==> src/rtl/mem_arb_pkg.sv <==
// Shared types and the address legality helper for the data RAM arbiter.
package mem_arb_pkg;

   typedef enum logic [1:0] {
      ST_IDLE   = 2'd0,
      ST_ACCESS = 2'd1,
      ST_RESP   = 2'd2
   } state_t;

   localparam logic OWN_I = 1'b0;
   localparam logic OWN_D = 1'b1;

   // 33-bit sum so addresses near the top of the 32-bit space cannot wrap.
   function automatic logic addr_ok(
      input logic [31:0] a,
      input int          mem_bytes,
      input logic        align
   );
      logic [32:0] w_end;
      w_end   = {1'b0, a} + 33'd3;
      addr_ok = (w_end <= 33'(mem_bytes - 1)) &&
                !(align && (a[1:0] != 2'b00));
   endfunction

endpackage

==> src/rtl/mem_arb_prio.sv <==
// Winner select between fetch and data ports with a fetch starvation guard.
module mem_arb_prio
   import mem_arb_pkg::*;
#(
   parameter int STARVE_LIMIT = 4
) (
   input  logic clk,
   input  logic rst_n,
   input  logic i_req,
   input  logic d_req,
   input  logic i_arb_en,
   output logic o_owner
);

   localparam int SW = $clog2(STARVE_LIMIT + 1);
   localparam logic [SW-1:0] LIM = SW'(STARVE_LIMIT);

   logic [SW-1:0] r_streak;
   logic          w_force_i;

   assign w_force_i = i_req && (r_streak == LIM);
   assign o_owner   = (d_req && !w_force_i) ? OWN_D : OWN_I;

   always_ff @(posedge clk or negedge rst_n) begin
      if (!rst_n) begin
         r_streak <= '0;
      end else if (i_arb_en && (i_req || d_req)) begin
         if (o_owner == OWN_D && i_req) begin
            if (r_streak != LIM)
               r_streak <= r_streak + 1'b1;
         end else begin
            r_streak <= '0;
         end
      end
   end

endmodule

==> src/rtl/mem_arbiter.sv <==
// Two-port arbiter and strobe sequencer for the single-port data RAM.
module mem_arbiter
   import mem_arb_pkg::*;
#(
   parameter int MEM_BYTES    = 1024,
   parameter int STARVE_LIMIT = 4,
   parameter int ALIGN_CHECK  = 1
) (
   input  logic        clk,
   input  logic        rst_n,
   input  logic        i_req,
   input  logic [31:0] i_addr,
   output logic        i_ack,
   output logic [31:0] i_rdata,
   output logic        i_err,
   input  logic        d_req,
   input  logic        d_we,
   input  logic [31:0] d_addr,
   input  logic [31:0] d_wdata,
   output logic        d_ack,
   output logic [31:0] d_rdata,
   output logic        d_err,
   output logic [31:0] mem_addr,
   output logic [31:0] mem_wdata,
   input  logic [31:0] mem_rdata,
   output logic        mem_read,
   output logic        mem_write
);

   state_t      r_state;
   state_t      w_next;
   logic        w_owner;
   logic        w_arb_en;
   logic        w_win;
   logic        w_ok;
   logic        w_we;
   logic        w_i_ack;
   logic        w_d_ack;
   logic [31:0] w_addr;

   logic        r_owner;
   logic        r_err;
   logic        r_we;
   logic [31:0] r_rdata;
   logic [31:0] r_mem_addr;
   logic [31:0] r_mem_wdata;
   logic        r_mem_read;
   logic        r_mem_write;

   assign w_arb_en = (r_state == ST_IDLE);
   assign w_win    = w_arb_en && (i_req || d_req);
   assign w_addr   = (w_owner == OWN_D) ? d_addr : i_addr;
   assign w_we     = (w_owner == OWN_D) && d_we;
   assign w_ok     = addr_ok(w_addr, MEM_BYTES, ALIGN_CHECK != 0);

   mem_arb_prio #(
      .STARVE_LIMIT (STARVE_LIMIT)
   ) u_prio (
      .clk      (clk),
      .rst_n    (rst_n),
      .i_req    (i_req),
      .d_req    (d_req),
      .i_arb_en (w_arb_en),
      .o_owner  (w_owner)
   );

   always_ff @(posedge clk or negedge rst_n) begin
      if (!rst_n)
         r_state <= ST_IDLE;
      else
         r_state <= w_next;
   end

   always_comb begin
      w_next  = r_state;
      w_i_ack = 1'b0;
      w_d_ack = 1'b0;
      case (r_state)
         ST_IDLE: begin
            if (w_win)
               w_next = w_ok ? ST_ACCESS : ST_RESP;
         end
         ST_ACCESS: w_next = ST_RESP;
         ST_RESP: begin
            w_next  = ST_IDLE;
            w_i_ack = (r_owner == OWN_I);
            w_d_ack = (r_owner == OWN_D);
         end
         default: w_next = ST_IDLE;
      endcase
   end

   // Strobes are registered so the RAM sees a full, glitch-free cycle.
   always_ff @(posedge clk or negedge rst_n) begin
      if (!rst_n) begin
         r_owner     <= OWN_I;
         r_err       <= 1'b0;
         r_we        <= 1'b0;
         r_rdata     <= '0;
         r_mem_addr  <= '0;
         r_mem_wdata <= '0;
         r_mem_read  <= 1'b0;
         r_mem_write <= 1'b0;
      end else begin
         r_mem_read  <= 1'b0;
         r_mem_write <= 1'b0;
         if (w_win) begin
            r_owner     <= w_owner;
            r_we        <= w_we;
            r_err       <= !w_ok;
            r_rdata     <= '0;
            r_mem_read  <= w_ok && !w_we;
            r_mem_write <= w_ok && w_we;
            if (w_ok) begin
               r_mem_addr <= w_addr;
               if (w_owner == OWN_D)
                  r_mem_wdata <= d_wdata;
            end
         end
         if (r_state == ST_ACCESS && !r_we)
            r_rdata <= mem_rdata;
      end
   end

   assign i_ack     = w_i_ack;
   assign d_ack     = w_d_ack;
   assign i_err     = w_i_ack && r_err;
   assign d_err     = w_d_ack && r_err;
   assign i_rdata   = r_rdata;
   assign d_rdata   = r_rdata;
   assign mem_addr  = r_mem_addr;
   assign mem_wdata = r_mem_wdata;
   assign mem_read  = r_mem_read;
   assign mem_write = r_mem_write;

endmodule

==> config.mk <==
export PLATFORM = sky130hd
export DESIGN_NAME = mem_arbiter
export DESIGN_NICKNAME = d
export VERILOG_FILES = /design/src/rtl/mem_arb_pkg.sv /design/src/rtl/mem_arb_prio.sv /design/src/rtl/mem_arbiter.sv
export SDC_FILE = /design/constraint.sdc
export NUM_CORES = 1
export LEC_CHECK = 0
export BUFFER_PORTS_ARGS = -buffer_cell sky130_fd_sc_hd__buf_2
export CAP_MARGIN = 5
export CORE_UTILIZATION = 35
export DETAILED_ROUTE_END_ITERATION = 8
export SYNTH_ARGS = -nofsm -noshare
export SYNTH_HDL_FRONTEND = slang
export SYNTH_SLANG_ARGS = --single-unit
==> constraint.sdc <==
create_clock -name clk -period 6.8 [get_ports clk]
set_input_delay 1.36 -clock clk [delete_from_list [all_inputs] [get_ports clk]]
set_output_delay 1.36 -clock clk [all_outputs]
set_load 0.01 [all_outputs]
# Word-level counts from Yosys, hierarchy flattened
# Cells that the tools add are included.
[totals]
reg_bits = 106
output_inout_bits = 134
word_cells = 56
[classes]
addsub = 2
magnitude_cmp = 1
n_eq_ne = 6
mux = 13
n_bitwise = 1
n_reduce_logical = 23
[ops]
columns = ["operator", "count"]
rows = [
  ["2-to-1 mux 32 bit", 3],
  ["adder 32 x 2 -> 33 bit, second input constant", 1],
  ["less-or-equal comparator 33 x 10 -> 1 bit, second input constant", 1],
  ["logical AND 1 bit", 11],
  ["2-to-1 mux 3 bit", 2],
  ["logical NOT 1 bit", 5],
  ["2-to-1 mux 1 bit", 5],
  ["2-to-1 mux 2 bit", 2],
  ["!= test 2 bit, second input constant", 2],
  ["one-hot mux 2 bit (2 select lines)", 1],
  ["AND reduction 2 bit", 2],
  ["nonzero test 2 bit", 2],
  ["adder 3 x 1 -> 3 bit, second input constant", 1],
  ["== test 3 bit, second input constant", 1],
  ["!= test 3 bit, second input constant", 1],
  ["AND reduction 3 bit", 1],
  ["== test 2 x 1 -> 1 bit, second input constant", 1],
  ["== test 2 bit, second input constant", 1],
  ["logical NOT 2 bit", 1],
  ["logical OR 1 bit", 1],
  ["NOT 1 bit", 1],
]

# Depth between registers and ports, before layout
# Gate-level depths: netlist (run 1).
[logic_depth]
word_depth = 12
mapped_depth = 18
depth_no_buf = 13

# Hierarchy
# A second synthesis (run 1) with hierarchy kept.
[hier_totals]
hier_cells = 537
area_unflattened_um2 = 6264.8
[modules_own_cells]
columns = ["module", "n_inst", "cells_each", "area_per_inst_um2"]
rows = [
  ["mem_arbiter", 1, 517, 6087.1],
  ["mem_arb_prio", 1, 20, 177.7],
]

# Worst setup path after synthesis (run 1)
# Ideal clock, no wire load.
[synth_path]
path_type = "input to register"
startpoint = "in i_req"
endpoint = "reg r_mem_wdata[0] (netlist: mem_wdata[0])"
t_arrival_ps = 5385
required_time_ps = 6675
slack_ps = 1290
stages = 16
path_buffers = 5
path_cell_list = "nand3_1 > buf_2 > nand2_1 > clkbuf_8 > buf_6 > clkbuf_1 > mux2i_1 > ha_1 > nor4_2 > a22oi_2 > or3_4 > or4_4 > a2111oi_4 > nand4_2 > buf_6 > mux2_4"
[synth_between]
elab_chain_cells = 9
elab_cells_between_ends = 13
cone_classes = "add/sub: 1; order compare: 1; mux: 2; reduce/logical: 9"
[synth_rtl]
columns = ["item", "line_no", "source"]
rows = [
  ["start, declared", "mem_arbiter.sv:11", "input logic i_req,"],
  ["logical AND 1 bit", "mem_arb_prio.sv:21", "assign w_force_i = i_req && (r_streak == LIM);"],
  ["logical NOT 1 bit", "mem_arb_prio.sv:22", "assign o_owner = (d_req && !w_force_i) ? OWN_D : OWN_I;"],
  ["logical AND 1 bit", "mem_arb_prio.sv:22", ""],
  ["2-to-1 mux 1 bit", "mem_arb_prio.sv:22", ""],
  ["2-to-1 mux 32 bit", "mem_arbiter.sv:52", "assign w_addr = (w_owner == OWN_D) ? d_addr : i_addr;"],
  ["adder 32 x 2 -> 33 bit or nonzero test 2 bit (tied branches)", "mem_arb_pkg.sv:20, mem_arb_pkg.sv:22", ""],
  ["less-or-equal comparator 33 x 10 -> 1 bit or logical NOT 1 bit (tied branches)", "mem_arb_pkg.sv:21, mem_arb_pkg.sv:22", ""],
  ["logical AND 1 bit", "mem_arb_pkg.sv:21", "addr_ok = (w_end <= 33'(mem_bytes - 1)) &&"],
  ["AND reduction 3 bit (no line) *", "n/a", ""],
  ["end signal, assigned", "mem_arbiter.sv:117", "r_mem_wdata <= d_wdata;"],
  ["end, declared", "mem_arbiter.sv:46", "logic [31:0] r_mem_wdata;"],
]
# Mark *: on every way between the ends. The rest lies on a longest branch, timed or not.
# A chain may end at the register's enable or synchronous reset.

# Final worst setup path (run 1)
[layout_path]
startpoint = "in d_req"
endpoint = "reg r_mem_addr[9] (netlist: mem_addr[9])"
[layout_between]
elab_chain_cells = 7
elab_cells_between_ends = 11
cone_classes = "add/sub: 1; order compare: 1; mux: 2; reduce/logical: 7"
[layout_rtl]
columns = ["item", "line_no", "source"]
rows = [
  ["start, declared", "mem_arbiter.sv:16", "input logic d_req,"],
  ["logical AND 1 bit", "mem_arb_prio.sv:22", ""],
  ["2-to-1 mux 1 bit", "mem_arb_prio.sv:22", ""],
  ["2-to-1 mux 32 bit", "mem_arbiter.sv:52", ""],
  ["adder 32 x 2 -> 33 bit or nonzero test 2 bit (tied branches)", "mem_arb_pkg.sv:20, mem_arb_pkg.sv:22", ""],
  ["less-or-equal comparator 33 x 10 -> 1 bit or logical NOT 1 bit (tied branches)", "mem_arb_pkg.sv:21, mem_arb_pkg.sv:22", ""],
  ["logical AND 1 bit", "mem_arb_pkg.sv:21", ""],
  ["AND reduction 2 bit (no line)", "n/a", ""],
  ["end signal, assigned", "mem_arbiter.sv:115", "r_mem_addr <= w_addr;"],
  ["end, declared", "mem_arbiter.sv:45", "logic [31:0] r_mem_addr;"],
]
# Parallel ways exist; a longest one is shown, timed or not.

==> results_dict.tcl, run 1 <==
set metrics [dict create \
    vias_per_cell 5.190 \
    cts_tree "built" \
    clkLatencyLatePin_ns 0.33 \
    ys_seq_elements 106 \
    grt_setup_unrepaired "false" \
    io_pins 267 \
    clockBufferDepth 2 \
    ys_warn_count 0 \
    slew_viol_final 0 \
    antenna_found_initial 0 \
    drtPass1Iterations 4 \
    met3WireLength_um 1055 \
    cp-end-kind "flop" \
    fin_worst_skew_ns 0.005262 \
    die-area_um2 17020 \
    cts_resized 0 \
    met2_length_um 8053 \
    yosysSeqAreaShare 0.4594 \
    regToRegStartpoint "u_prio.r_streak[0]$_DFFE_PN0P_" \
    numCtsBuffers 9 \
    path_clk_slew_ns 0.07 \
    num_vias 5024 \
    holdCritStartpoint "mem_addr[27]$_DFFE_PN0P_" \
    outcome "completed" \
    grt_pass1_wl_um 24170 \
    finalCritPeriodShare 0.8008 \
    gr-usage-all-layers 0.1827 \
    syn_area_per_cell_um2 11.10 \
    cts-root-buf "clkbuf_16" \
    grt_pass1_vias 4686 \
    hold_buffers 0 \
    first_iter_violations 246 \
    crit_type "input port to flop" \
    wl_um 16360 \
    max_freq_ghz 0.1836 \
    rows 46 \
    cts_max_level 3 \
    area_growth_pct 27.39 \
    die_h_um 130.4 \
    io_buffers 266 \
    ys.flop_type "dfrtp_1" \
    drive_gt1_frac 0.4761 \
    m1WireLength_um 6992 \
    power_density_nw_per_um2 184.2 \
    place_congestion 0.8895 \
    antennaDiodeCount 0 \
    cap_viol_max_count 0 \
    wl_per_cell_um 16.90 \
    setup_viol_count_final 0 \
    finalSetupTns_ns 0 \
    cp.arrival_ns 5.66 \
    final_cell_mix "buf_2, dfrtp_1, nand2_1, a22o_1, mux2_4" \
    finish.utilization 0.4597 \
    core_area_um2 16000 \
    drc_errors 0 \
    grt_max_degree 57 \
    grt_overflow 0 \
    finalHoldViolations 0 \
    irDropWorstVdd_mv 0.1242 \
    nets 884 \
    start_util 0.3609 \
    final_common_cell "buf_2" \
    syn_nets 657 \
    cp-start-kind "input port" \
    ant_nets 0 \
    synthArstFlopShare 1.000 \
    worstPathMaxFanout 36 \
    synth-edff-count 0 \
    postCtsSetupRepairBufs 0 \
    netlist_instances 520 \
    worstPathRequired_ns 7.02 \
    synth.distinct_cells 70 \
    cts_sinks 106 \
    hpwl_um 12620 \
    dr.max_layer_used "met4" \
    hold_class "flop to flop" \
    fin_crit_ns 5.445 \
    crit_start "d_req" \
    power_leakage_nw 4.076 \
    worstMarginPinSlew_ns 1.283 \
    synth_area_um2 5774 \
    finalPower_mw 1.355 \
    relSlewSlack 0.1436 \
    die_width_um 130.4 \
]
## worst paths after layout
check	to	slack [ns]	cells past startpoint
min in group asynchronous	mem_wdata[13]$_DFFE_PN0P_	1.05	1
worst max register to register	mem_addr[9]$_DFFE_PN0P_	1.94	10
worst max-delay path	mem_addr[9]$_DFFE_PN0P_	1.35	9
worst min-delay path	mem_addr[27]$_DFFE_PN0P_	0.48	1
worst min register to register	mem_addr[27]$_DFFE_PN0P_	0.48	1
max in group asynchronous	mem_addr[10]$_DFFE_PN0P_	4.63	2
## critical path, stage by stage
cell and delay (ns):
buf_2 0.25, inv_1 0.25, nor2_2 0.94, a22oi_2 0.33, or3_4 0.48, or4_4 0.56
a2111oi_4 0.45, nand4_4 0.52, mux2_4 0.49
## routing by layer
| metal | vias to the layer above | GRT usage |
|---|---|---|
| met3 | 16 | 0.03787 |
| met5 | - | 0 |
| met2 | 222 | 0.3066 |
| met1 | 2448 | 0.2400 |
| li1 | 2338 | - |
| met4 | 0 | 0.04801 |
## cells by family (layout without fill, tap and decap cells)
logic type,Yosys count,count (layout),synth area share
simple gates,173,173,0.1681
xor+xnor,15,15,0.02275
buf+inv,64,296,0.07497
fa+ha+maj,4,4,0.008668
compound gates,107,107,0.1467
flops,106,106,0.4594
mux,51,51,0.1194
## metrics by stage
stage	instances	area, um^2	setup WS, ns	hold slack [ns]
2_1_floorplan	520	5774	1.290	0.4510
3_3_place_gp	952	7030	1.350	0.4642
3_5_place_dp	952	7030	1.094	0.4673
4_1_cts	968	7356	1.465	0.4886
5_1_grt	968	7356	1.146	0.5029
6_report	968	7356	1.355	0.4835
## synthesized netlist by cell type, types with 3 or more instances
cell,instances,share of area
dfrtp_1,106,0.46
ha_1,4,0.0087
nor4_1,8,0.0087
mux2_4,33,0.086
a22o_1,33,0.050
o21ai_0,16,0.014
clkbuf_1,11,0.0072
inv_1,8,0.0052
mux2_2,11,0.021
a41oi_1,5,0.0076
nand4_1,8,0.0087
nor3_1,15,0.013
and4_1,4,0.0061
and3_1,4,0.0043
a21o_1,4,0.0052
nor2_1,15,0.0098
nand2_1,55,0.036
nand3_1,13,0.011
or4_2,4,0.0061
or2_2,3,0.0033
mux2i_1,7,0.012
buf_4,34,0.044
xnor2_1,5,0.0076
a21oi_1,12,0.010
buf_6,5,0.0098
a31oi_1,3,0.0033
or3_1,5,0.0054
xor2_1,10,0.015
and2_1,24,0.026
## power breakdown
group | internal, mW | switching [mW]
Clock | 0.328 | 0.230
Combinational | 0.0628 | 0.0957
Sequential | 0.634 | 0.00409
Total | 1.02 | 0.330
## final cells by class
type / count / area [um^2]
sequential: 106 / 2653
fill: 1558 / 8645
inverter: 8 / 30.03
clock inverter: 6 / 96.34
tap: 216 / 270.3
timing repair buffer: 272 / 1379
clock buffer: 10 / 229.0
multi-input combinational: 350 / 2699
## registers in the layout, summed over array words and instances, names as in the netlist
| signal | cells |
|---|---|
| r_we | 1 |
| u_prio.r_streak | 3 |
| mem_write | 1 |
| mem_read | 1 |
| r_owner | 1 |
| r_state | 2 |
| d_rdata | 32 |
| r_err | 1 |
| mem_addr | 32 |
| mem_wdata | 32 |
Note: power is estimated with default switching activity, not from simulation.
==> run 2, diff against run 1 <==
- ABC_AREA: default -> 1
- clock period: 6.8 -> 5.5 ns (I/O delays scaled with it)
==> run 2 against run 1 <==
Compared with the run above:
- synthesized cell count increased by 72%
- worst hold slack got worse by 0.015 ns
- clock skew up 0.0052 ns
- final cell count up 38%
- design area up 6.1%
- critical path depth grew 12
- synthesized area up 8.4%
- global-route usage grew 1.0 points
- clock power is 11% higher
- sequential share of layout area decreased by 2.1 points
- sequential cell count did not move
- worst setup slack lost 0.57 ns
- critical endpoint is now mem_wdata[16]$_DFFE_PN0P_
- largest cell class unchanged
==> results_dict.tcl, run 2 <==
set metrics [dict create \
    irDropWorstVdd_mv 0.1411 \
    grt_max_degree 67 \
    num_vias 6210 \
    synth_area_um2 6261 \
    final_common_cell "nand2_1" \
    outcome "completed" \
    place_congestion 0.8851 \
    cts_resized 0 \
    reg2reg_slack_ns 1.14 \
    max_freq_ghz 0.2120 \
    area_growth_pct 24.68 \
    synth_top_family_by_area "simple AND/OR/NAND/NOR gates" \
    wl_um 17840 \
    synth.distinct_cells 30 \
    switching_share 0.2847 \
    synth_compound_area_frac 0.05276 \
    hold_class "flop to flop" \
    yosysSeqAreaShare 0.4237 \
    combPwrFrac 0.149 \
    finalCritPeriodShare 0.8576 \
    die_h_um 135.8 \
    worstMarginPinSlew_ns 0.8464 \
    vias_per_cell 4.634 \
    synth_top_area_frac 0.4237 \
    worstPathMaxFanout 32 \
    ys_seq_elements 106 \
    grt_setup_unrepaired "false" \
    grt_pass1_wl_um 28030 \
    synth_xor_xnor_area_share 0.002798 \
    power_leakage_nw 4.715 \
    drtPass1Iterations 4 \
    final_cell_mix "nand2_1, buf_2, inv_1, dfrtp_1, nor2_1" \
    wl_per_cell_um 13.32 \
    synth-simple-area-share 0.3695 \
    setup_viol_count_final 0 \
    cap_viol_max_count 0 \
    cp-start-kind "input port" \
    finalSetupTns_ns 0 \
    synth-edff-count 0 \
    drc_errors 0 \
    power_density_nw_per_um2 211.9 \
    numCtsBuffers 9 \
    n_fill_cell 1832 \
    ant_nets 0 \
    die_width_um 135.8 \
    grt_overflow 0 \
    cts_tree "built" \
    power_switching_mw 0.4710 \
    yosysMostFrequentCell "nand2_1" \
    synth_adder_area_share 0.007994 \
    hold_buffers 0 \
    ys.flop_type "dfrtp_1" \
    start_util 0.3607 \
    die-area_um2 18430 \
    cts_sinks 106 \
    syn_nets 1030 \
    cts_max_level 3 \
    rows 48 \
    io_buffers 266 \
    slew_viol_final 0 \
    yosys-top-cells-area "dfrtp_1, nand2_1, inv_1" \
    worstPathRequired_ns 5.73 \
    io_pins 267 \
    clkLatencyLatePin_ns 0.35 \
    relSlewSlack 0.4357 \
    synth_top_cells_by_count "nand2_1, inv_1, dfrtp_1" \
    cts-root-buf "clkbuf_16" \
    postCtsSetupRepairBufs 0 \
    finalPower_mw 1.654 \
    antenna_found_initial 1 \
    hpwl_um 13650 \
    crit_type "input port to flop" \
    first_iter_violations 355 \
    grt_pass1_vias 5723 \
    netlist_instances 893 \
    p_int_mw 1.183 \
    p_clk_frac 0.375 \
    syn_area_per_cell_um2 7.011 \
    core_area_um2 17360 \
    yosysTopAreaCell "dfrtp_1" \
    cp-end-kind "flop" \
    drive_gt1_frac 0.2774 \
    fin_worst_skew_ns 0.01051 \
    cp.arrival_ns 4.94 \
    seqPwrFrac 0.476 \
    nets 1246 \
    gr-usage-all-layers 0.1928 \
    finalHoldViolations 0 \
    path_clk_slew_ns 0.07 \
    clockBufferDepth 2 \
    synthArstFlopShare 1.000 \
    fin_crit_ns 4.717 \
    muxShareOfSynthArea 0 \
    ys_warn_count 0 \
]
run 2: cell count changes in the layout (fill, tap and decap cells not counted), moves of 24 or more:
cell     change
nand2_1    +229
inv_1      +110
nor2_1      +68
nand3_1     +64
nand4_1     +46
a22o_1      -33
mux2_4      -33
o21ai_0     +33
and2_1      -24
run 2: layout make-up:
| class | instances | area (um^2) | area share |
|---|---|---|---|
| Antenna cell | 1 | 2.502 | 0.0003206 |
| Clock buffer | 9 | 225.2 | 0.02885 |
| Tap cell | 225 | 281.5 | 0.03606 |
| Inverter | 123 | 461.7 | 0.05914 |
| Clock inverter | 7 | 62.56 | 0.008014 |
| Multi-Input combinational cell | 594 | 2719 | 0.3483 |
| Sequential cell | 106 | 2653 | 0.3398 |
| Timing Repair Buffer | 275 | 1401 | 0.1795 |
run 2: path summary, 6_finish.rpt:
path	from	end	cells after the start
setup / recovery	d_req	mem_wdata[16]$_DFFE_PN0P_	21
hold / removal	mem_wdata[22]$_DFFE_PN0P_	mem_wdata[22]$_DFFE_PN0P_	2
min in group asynchronous	rst_n	d_rdata[11]$_DFFE_PN0P_	1
hold reg to reg	mem_wdata[22]$_DFFE_PN0P_	mem_wdata[22]$_DFFE_PN0P_	2
setup reg to reg	u_prio.r_streak[0]$_DFFE_PN0P_	mem_wdata[16]$_DFFE_PN0P_	18
max in group asynchronous	rst_n	mem_addr[5]$_DFFE_PN0P_	2
run 2: worst max-delay path, cell delays in order:
cell and delay [ns]:
buf_2 0.30, nand2_2 0.38, nand2_1 0.15, nand2_1 0.17, ha_1 0.26, inv_1 0.08
nand2_1 0.07, nor2_2 0.23, nand2_1 0.12, nor2_1 0.33, nand2_1 0.09, nand2_1 0.07
nand2_1 0.05, inv_1 0.04, nand2_1 0.04, nor2_1 0.09, nand2_1 0.11, nor2_4 0.31
nand3_2 0.62, nand2_1 0.24, nand2_1 0.07
run 2: cell families after synthesis:
family | count (synthesis)
AND/OR/NAND/NOR | 526
XOR/XNOR | 2
AO/OA/AOI/OAI | 62
buffers and inverters | 193
adder cells (fa/ha/maj) | 4
flip-flops | 106
run 2: metal layers:
metal | share of wire | global-route usage | vias up | routed length [um]
met3 | 0.046 | 0.02806 | 20 | 812
met5 | 0 | 0 | - | 0
li1 | - | - | 3214 | -
met4 | 0.015 | 0.06367 | 0 | 273
met1 | 0.46 | 0.2470 | 2801 | 8132
met2 | 0.48 | 0.3305 | 175 | 8626
run 2: through the flow:
stage                     instances  utilization  hold slack (ns)  cell area [um^2]  setup WS [ns]
after floorplan                 893            -           0.4444              6261          1.965
after global placement         1323       0.4330           0.4511              7516         0.4990
after detailed placement       1323       0.4330           0.4545              7516         0.4321
after CTS                      1339       0.4496           0.4722              7804         0.7981
after global routing           1340       0.4498           0.4885              7806         0.3007
final                          1340       0.4498           0.4687              7806         0.7831
run 2: power by group through the flow:
stage | Combinational (mW) | Sequential (mW) | Clock (mW)
finish | 0.247 | 0.787 | 0.620
global route | 0.282 | 0.788 | 0.665
CTS | 0.249 | 0.787 | 0.645
detailed placement | 0.249 | 0.802 | 0
global placement | 0.248 | 0.802 | 0
floorplan | 0.141 | 0.802 | 0
